===== src/rtl/ctrl_pkg.sv =====
// Shared types and constants for the pipeline control path.
package ctrl_pkg;

    // Per-instruction control bundle carried down the pipeline.
    typedef struct packed {
        logic reg_write;
        logic mem_to_reg;
        logic mem_write;
        logic branch_eq;
        logic alu_src;
    } ctrl_t;

    localparam ctrl_t BUBBLE = '0;

    // Operand forward selects.
    typedef enum logic [1:0] {
        FWD_RF  = 2'b00,
        FWD_WB  = 2'b01,
        FWD_MEM = 2'b10
    } fwd_e;

    // Opcodes as produced by the main decoder.
    localparam logic [5:0] OP_R    = 6'b000000;
    localparam logic [5:0] OP_ADDI = 6'b001000;
    localparam logic [5:0] OP_LW   = 6'b100011;
    localparam logic [5:0] OP_SW   = 6'b101011;
    localparam logic [5:0] OP_BEQ  = 6'b000100;
    localparam logic [5:0] OP_J    = 6'b000010;

    // An instruction reads rt unless it takes an immediate as operand B,
    // except stores and branches, which read rt regardless.
    function automatic logic uses_rt(input logic alu_src, input logic mem_write,
                                     input logic branch_eq);
        return ~alu_src | mem_write | branch_eq;
    endfunction

endpackage


===== src/rtl/ctrl_pipe_hazard_fwd.sv =====
// Combinational hazard unit: load-use stall, branch/jump flush and
// EX-operand forwarding selects.
module hazard_fwd
    import ctrl_pkg::*;
#(
    parameter int unsigned REG_AW = 5
) (
    input  logic              i_id_alu_src,
    input  logic              i_id_mem_write,
    input  logic              i_id_branch_eq,
    input  logic              i_id_jump,
    input  logic [REG_AW-1:0] i_id_rs,
    input  logic [REG_AW-1:0] i_id_rt,
    input  logic              i_ex_reg_write,
    input  logic              i_ex_mem_to_reg,
    input  logic              i_ex_branch_eq,
    input  logic              i_ex_zero,
    input  logic [REG_AW-1:0] i_ex_rs,
    input  logic [REG_AW-1:0] i_ex_rt,
    input  logic [REG_AW-1:0] i_ex_dst,
    input  logic              i_mem_reg_write,
    input  logic              i_mem_mem_to_reg,
    input  logic [REG_AW-1:0] i_mem_dst,
    input  logic              i_wb_reg_write,
    input  logic [REG_AW-1:0] i_wb_dst,
    output logic              o_stall,
    output logic              o_flush_ifid,
    output logic              o_branch_taken,
    output logic              o_jump_taken,
    output logic [1:0]        o_fwd_a,
    output logic [1:0]        o_fwd_b
);

    // MEM-stage ALU results win over WB; loads in MEM have no data yet.
    function automatic fwd_e fwd_pick(
        input logic [REG_AW-1:0] src,
        input logic              mem_rw,
        input logic              mem_m2r,
        input logic [REG_AW-1:0] mem_dst,
        input logic              wb_rw,
        input logic [REG_AW-1:0] wb_dst
    );
        if (mem_rw && !mem_m2r && (mem_dst != '0) && (mem_dst == src))
            return FWD_MEM;
        else if (wb_rw && (wb_dst != '0) && (wb_dst == src))
            return FWD_WB;
        else
            return FWD_RF;
    endfunction

    logic w_uses_rt;
    logic w_load_use;

    // Stall/flush priority: taken branch, then load-use stall, then jump.
    always_comb begin
        w_uses_rt      = uses_rt(i_id_alu_src, i_id_mem_write, i_id_branch_eq);
        w_load_use     = i_ex_mem_to_reg && i_ex_reg_write && (i_ex_dst != '0) &&
                         ((i_ex_dst == i_id_rs) || (w_uses_rt && (i_ex_dst == i_id_rt)));
        o_branch_taken = i_ex_branch_eq & i_ex_zero;
        o_stall        = w_load_use & ~o_branch_taken;
        o_jump_taken   = i_id_jump & ~o_branch_taken & ~o_stall;
        o_flush_ifid   = o_branch_taken | o_jump_taken;
    end

    // Forward selects for the two EX source operands.
    always_comb begin
        o_fwd_a = fwd_pick(i_ex_rs, i_mem_reg_write, i_mem_mem_to_reg, i_mem_dst,
                           i_wb_reg_write, i_wb_dst);
        o_fwd_b = fwd_pick(i_ex_rt, i_mem_reg_write, i_mem_mem_to_reg, i_mem_dst,
                           i_wb_reg_write, i_wb_dst);
    end

endmodule


===== src/rtl/ctrl_pipe.sv =====
// Control pipeline: carries the decoded ID bundle through ID/EX, EX/MEM and
// MEM/WB and drives each stage's controls plus hazard handling.
module ctrl_pipe
    import ctrl_pkg::*;
#(
    parameter int unsigned REG_AW = 5,
    parameter int unsigned ALUC_W = 3
) (
    input  logic              clk,
    input  logic              rst,
    input  logic              id_reg_write,
    input  logic              id_mem_to_reg,
    input  logic              id_mem_write,
    input  logic              id_branch_eq,
    input  logic              id_jump,
    input  logic [ALUC_W-1:0] id_alu_c,
    input  logic              id_alu_src,
    input  logic              id_reg_dst,
    input  logic [REG_AW-1:0] id_rs,
    input  logic [REG_AW-1:0] id_rt,
    input  logic [REG_AW-1:0] id_rd,
    input  logic              ex_zero,
    output logic              stall,
    output logic              flush_ifid,
    output logic              branch_taken,
    output logic              jump_taken,
    output logic [ALUC_W-1:0] ex_alu_c,
    output logic              ex_alu_src,
    output logic [1:0]        fwd_a,
    output logic [1:0]        fwd_b,
    output logic              mem_mem_write,
    output logic              wb_reg_write,
    output logic              wb_mem_to_reg,
    output logic [REG_AW-1:0] wb_dst
);

    ctrl_t             w_id_ctrl;
    logic [REG_AW-1:0] w_id_dst;
    logic              w_ex_bubble;

    ctrl_t             r_ex_ctrl;
    logic [ALUC_W-1:0] r_ex_alu_c;
    logic [REG_AW-1:0] r_ex_rs;
    logic [REG_AW-1:0] r_ex_rt;
    logic [REG_AW-1:0] r_ex_dst;

    logic              r_mem_reg_write;
    logic              r_mem_mem_to_reg;
    logic              r_mem_mem_write;
    logic [REG_AW-1:0] r_mem_dst;

    logic              r_wb_reg_write;
    logic              r_wb_mem_to_reg;
    logic [REG_AW-1:0] r_wb_dst;

    // Pack the decoder outputs and pick the destination register in ID.
    always_comb begin
        w_id_ctrl            = BUBBLE;
        w_id_ctrl.reg_write  = id_reg_write;
        w_id_ctrl.mem_to_reg = id_mem_to_reg;
        w_id_ctrl.mem_write  = id_mem_write;
        w_id_ctrl.branch_eq  = id_branch_eq;
        w_id_ctrl.alu_src    = id_alu_src;
        w_id_dst             = id_reg_dst ? id_rd : id_rt;
        w_ex_bubble          = branch_taken | stall;
    end

    hazard_fwd #(
        .REG_AW (REG_AW)
    ) u_hazard_fwd (
        .i_id_alu_src     (id_alu_src),
        .i_id_mem_write   (id_mem_write),
        .i_id_branch_eq   (id_branch_eq),
        .i_id_jump        (id_jump),
        .i_id_rs          (id_rs),
        .i_id_rt          (id_rt),
        .i_ex_reg_write   (r_ex_ctrl.reg_write),
        .i_ex_mem_to_reg  (r_ex_ctrl.mem_to_reg),
        .i_ex_branch_eq   (r_ex_ctrl.branch_eq),
        .i_ex_zero        (ex_zero),
        .i_ex_rs          (r_ex_rs),
        .i_ex_rt          (r_ex_rt),
        .i_ex_dst         (r_ex_dst),
        .i_mem_reg_write  (r_mem_reg_write),
        .i_mem_mem_to_reg (r_mem_mem_to_reg),
        .i_mem_dst        (r_mem_dst),
        .i_wb_reg_write   (r_wb_reg_write),
        .i_wb_dst         (r_wb_dst),
        .o_stall          (stall),
        .o_flush_ifid     (flush_ifid),
        .o_branch_taken   (branch_taken),
        .o_jump_taken     (jump_taken),
        .o_fwd_a          (fwd_a),
        .o_fwd_b          (fwd_b)
    );

    // ID/EX register: loads a fully zeroed bubble on reset, taken branch or stall.
    always_ff @(posedge clk) begin
        if (rst || w_ex_bubble) begin
            r_ex_ctrl  <= BUBBLE;
            r_ex_alu_c <= '0;
            r_ex_rs    <= '0;
            r_ex_rt    <= '0;
            r_ex_dst   <= '0;
        end else begin
            r_ex_ctrl  <= w_id_ctrl;
            r_ex_alu_c <= id_alu_c;
            r_ex_rs    <= id_rs;
            r_ex_rt    <= id_rt;
            r_ex_dst   <= w_id_dst;
        end
    end

    // EX/MEM and MEM/WB registers: advance every cycle, cleared on reset.
    always_ff @(posedge clk) begin
        if (rst) begin
            r_mem_reg_write  <= 1'b0;
            r_mem_mem_to_reg <= 1'b0;
            r_mem_mem_write  <= 1'b0;
            r_mem_dst        <= '0;
            r_wb_reg_write   <= 1'b0;
            r_wb_mem_to_reg  <= 1'b0;
            r_wb_dst         <= '0;
        end else begin
            r_mem_reg_write  <= r_ex_ctrl.reg_write;
            r_mem_mem_to_reg <= r_ex_ctrl.mem_to_reg;
            r_mem_mem_write  <= r_ex_ctrl.mem_write;
            r_mem_dst        <= r_ex_dst;
            r_wb_reg_write   <= r_mem_reg_write;
            r_wb_mem_to_reg  <= r_mem_mem_to_reg;
            r_wb_dst         <= r_mem_dst;
        end
    end

    // Stage control outputs straight from the pipeline registers.
    always_comb begin
        ex_alu_c      = r_ex_alu_c;
        ex_alu_src    = r_ex_ctrl.alu_src;
        mem_mem_write = r_mem_mem_write;
        wb_reg_write  = r_wb_reg_write;
        wb_mem_to_reg = r_wb_mem_to_reg;
        wb_dst        = r_wb_dst;
    end

endmodule


===== config.mk =====
export PLATFORM = sky130hd
export DESIGN_NAME = ctrl_pipe
export DESIGN_NICKNAME = d
export VERILOG_FILES = /design/src/rtl/ctrl_pkg.sv /design/src/rtl/ctrl_pipe_hazard_fwd.sv /design/src/rtl/ctrl_pipe.sv
export SDC_FILE = /design/constraint.sdc
export NUM_CORES = 1
export LEC_CHECK = 0
export ABC_AREA = 0
export CAP_MARGIN = 30
export CORE_MARGIN = 1.5
export CORE_UTILIZATION = 45
export DETAILED_ROUTE_END_ITERATION = 10
export GPL_TIMING_DRIVEN = 1
export PLACE_DENSITY = 0.76
export SYNTH_ARGS = -nofsm -noshare
export SYNTH_HDL_FRONTEND = slang
export SYNTH_SLANG_ARGS = --single-unit

===== constraint.sdc =====
create_clock -name clk -period 2.2 [get_ports clk]
set_clock_uncertainty 0.15 [all_clocks]
set_input_delay 0.44 -clock clk [delete_from_list [all_inputs] [get_ports clk]]
set_output_delay 0.44 -clock clk [all_outputs]
set_load 0.02 [all_outputs]

==> summary.txt <==
Crit path buffers/inverters = 1
Min-Delay Startpoint = r_ex_ctrl[2]
CP required = 1.61 ns
Worst R2R Path Depth = 9
yosys warns = 0
Syn-to-layout area delta = 62.05%
CP delay by family, top = simple AND/OR/NAND/NOR gates
Synth area leaders = dfxtp_1 44%, a211oi_2 13%, xnor2_1 8.1%, xor2_1 7.1%, nor2b_1 5.8%
CTS HTree Levels = 2
worst hold endpoint = mem_mem_write
routed vias = 1503
Yosys top cell by area = dfxtp_1
Port-buffer cells = 47
global-route wire length before repair = 6.989 mm
layout cell share with drive strength beyond 1 = 42.74%
residual DRC count = 0
top cell type's share of synthesized area = 43.87%
Hold/Removal Path Class = reg2reg
Worst VDD drop = 0.0003183 V
Critical Path Source Type = flop
CP peak stage delay = 0.56 ns
Setup CP Type = reg2out
Post-Place Setup Slack = -0.7552 ns
Async SR Flop Fraction = 0%
vias in the first global route = 1519
first drt pass iteration count = 4
Data arrival, critical path = 1.83 ns
Tot Pwr = 1709 µW
Main synth FF type = dfxtp_1
Worst R2R Start = r_ex_dst[0]
Period minus WS final = 2.420 ns
cell mode on critical path = or4_4
RR Endpoint = r_ex_rt[4]
Max FO, Critical Path = 4
crit-path cells = or4_4 > o21ai_2 > or4_4 > nor4_4 > buf_4
Die Span X = 65.08 µm
Post-DP HPWL = 3.070 mm
Slew @ Worst Pin = 0.3496 ns
P per Cell Area = 608.0 mW/mm²
leakage power = 0.001210 µW
normalized max-slew margin = 76.69%
routability cong. = 0.9160
Core Rows = 22
Slew Limit Fails = 0
Synth cell types = 30
syn nets = 194
Die H = 65.08 µm
status = complete, but fails checks
Synth Register Bits = 38
# IOs = 48
Routed Antenna Nets = 0
Seq/Total Area, Yosys = 43.87%
post-DR wirelength/cell = 15.18 µm
Final nets = 276
RSZ-0062 raised after global routing = true
number of synthesized flops with an enable pin = 0
max cap viols = 0
final instance area = 0.002810 mm²
Vias/cell = 5.078
Setup WS post-layout = -0.2197 ns
Setup violations, final = 6
Antenna Cells = 0
CTS sink count = 38
Tcrit/Tclk final = 110.0%
CTS tree = built
placed inst area = 0.002462 mm²
Max Clock Freq = 0.4133 GHz
synthesized area per cell = 10.45 µm²
failing checks = setup timing
top-count cell post-synth = dfxtp_1
starting density of the core = 47.01%
Cells after Synth = 166
synth cell count leaders = 38 x dfxtp_1, 19 x inv_1, 18 x a211oi_2
Clk Tree Root Cell = clkbuf_8
antenna violations before repair = 0
Worst path slowest cell = or4_4
Synth Cell Area = 0.001734 mm²
worst reg-to-reg setup slack = 0.21 ns
CP Capture Type = output port
Clock transition at path regs = 0.07 ns
CTS Buf Count = 5
final hold violations = 0
Clock Path Buffers = 2
DIE AREA = 0.004235 mm²
clock latency on the worst-skew pair = 0.29 ns
final WL = 4.493 mm
FILL cells = 250
Hold Path Stages = 1
largest net degree at the start of global routing = 24
initial drt markers = 30
GRT Overall Usage = 22.05%
GR Overflow Total = 0
core area = 0.003689 mm²
## metal layers
metal / GRT usage (%) / share of wire, % / routed length [µm] / vias up
met5: 0 / 0 / 0 / -
met4: 9.375 / 2.5 / 112 / 0
met3: 5.729 / 4.8 / 217 / 11
met2: 40.08 / 54 / 2411 / 49
met1: 24.07 / 39 / 1752 / 718
li1: - / - / - / 725
## worst register-to-register path: cells and delay by family (launching register included)
kind / cells / cell delay (ns)
XOR/XNOR: 1 / 0.21
buffers and inverters: 5 / 0.69
flip-flops: 1 / 0.33
AND/OR/NAND/NOR: 1 / 0.12
AO/OA/AOI/OAI: 2 / 0.35
## worst max path at each step
stage               slack [ns]  cells past startpoint  endpoint         start
finish                   -0.22                      5  fwd_a[0]     wb_dst[0]
global route             -0.28                      5  fwd_b[0]     wb_dst[0]
CTS                      -0.25                      5  fwd_a[0]  r_mem_dst[2]
detailed placement       -0.76                      6     stall      id_rt[0]
global placement         -0.69                      6     stall      id_rt[4]
floorplan                -0.03                      4  fwd_a[0]  r_mem_dst[4]
## metrics by stage
step                      TNS (ns)  std cells  hold WS, ns  util [%]
final                      -0.6063        296       0.3094     76.19
after global routing       -0.9506        296       0.3246     76.19
after CTS                   -1.016        293       0.3112     74.15
after global placement      -3.522        281       0.2735     66.76
after floorplan           -0.05430        166       0.2638         -
after detailed placement    -4.055        281       0.3000     66.76
## cells by family after synthesis
family,after synthesis,share of synthesized area (%)
AOI/OAI and AO/OA,30,17.75
and+or+nand+nor,35,12.12
xor gates and xnor gates,30,15.15
muxes,5,2.886
DFF,38,43.87
buffers and inverters,28,8.225
## cells in the final DEF, fill, tap and decap left out
cell type / count
clkdlybuf4s15_1: 2
nor2b_2: 1
or3_4: 1
and3_4: 1
o21ai_4: 1
nor4_4: 4
dfxtp_4: 2
clkbuf_8: 6
bufinv_16: 1
nand2_1: 3
o311a_4: 1
xor2_1: 14
nand3_2: 1
xnor2_4: 2
a211oi_1: 5
buf_6: 6
a31oi_4: 1
clkdlybuf4s50_1: 26
nand2b_1: 1
inv_2: 1
buf_4: 37
nand4_1: 1
inv_1: 18
xnor2_2: 2
clkbuf_2: 1
o21ai_2: 1
xnor2_1: 12
nor2b_1: 15
a211oi_2: 18
or4_4: 4
o22ai_4: 1
mux2i_1: 5
dfxtp_2: 11
a21oi_2: 1
dlygate4sd2_1: 12
o31ai_4: 1
nand3_1: 2
nor2_1: 1
dfxtp_1: 25
## where the power goes
part	switching (µW)	internal (µW)	total [µW]	leakage [µW]
Clock	234	362	596	0.0000573
Combinational	168	191	358	0.000834
Sequential	29.5	725	754	0.000319
Total	431	1280	1710	0.00121
## final cells by class
type / count / area, µm² / area share [%]
Multi-Input combinational cell: 100 / 1049 / 37.31
Sequential cell: 38 / 782.0 / 27.83
Clock buffer: 6 / 82.58 / 2.939
Inverter: 19 / 71.32 / 2.538
Timing Repair Buffer: 84 / 735.7 / 26.18
Clock inverter: 1 / 30.03 / 1.069
Tap cell: 48 / 60.06 / 2.137
## repair_timing
| item | CTS | global route |
|---|---|---|
| hold buffers | 0 | 0 |
| hold endpoints to repair | 0 | 0 |
| setup endpoints to repair | 8 | 7 |
| pin swaps | 16 | 10 |
| gates cloned | 0 | 0 |
| setup buffers | 5 | 3 |
| resized for setup | 80 | 14 |
Power figures use the tool's default switching activity.
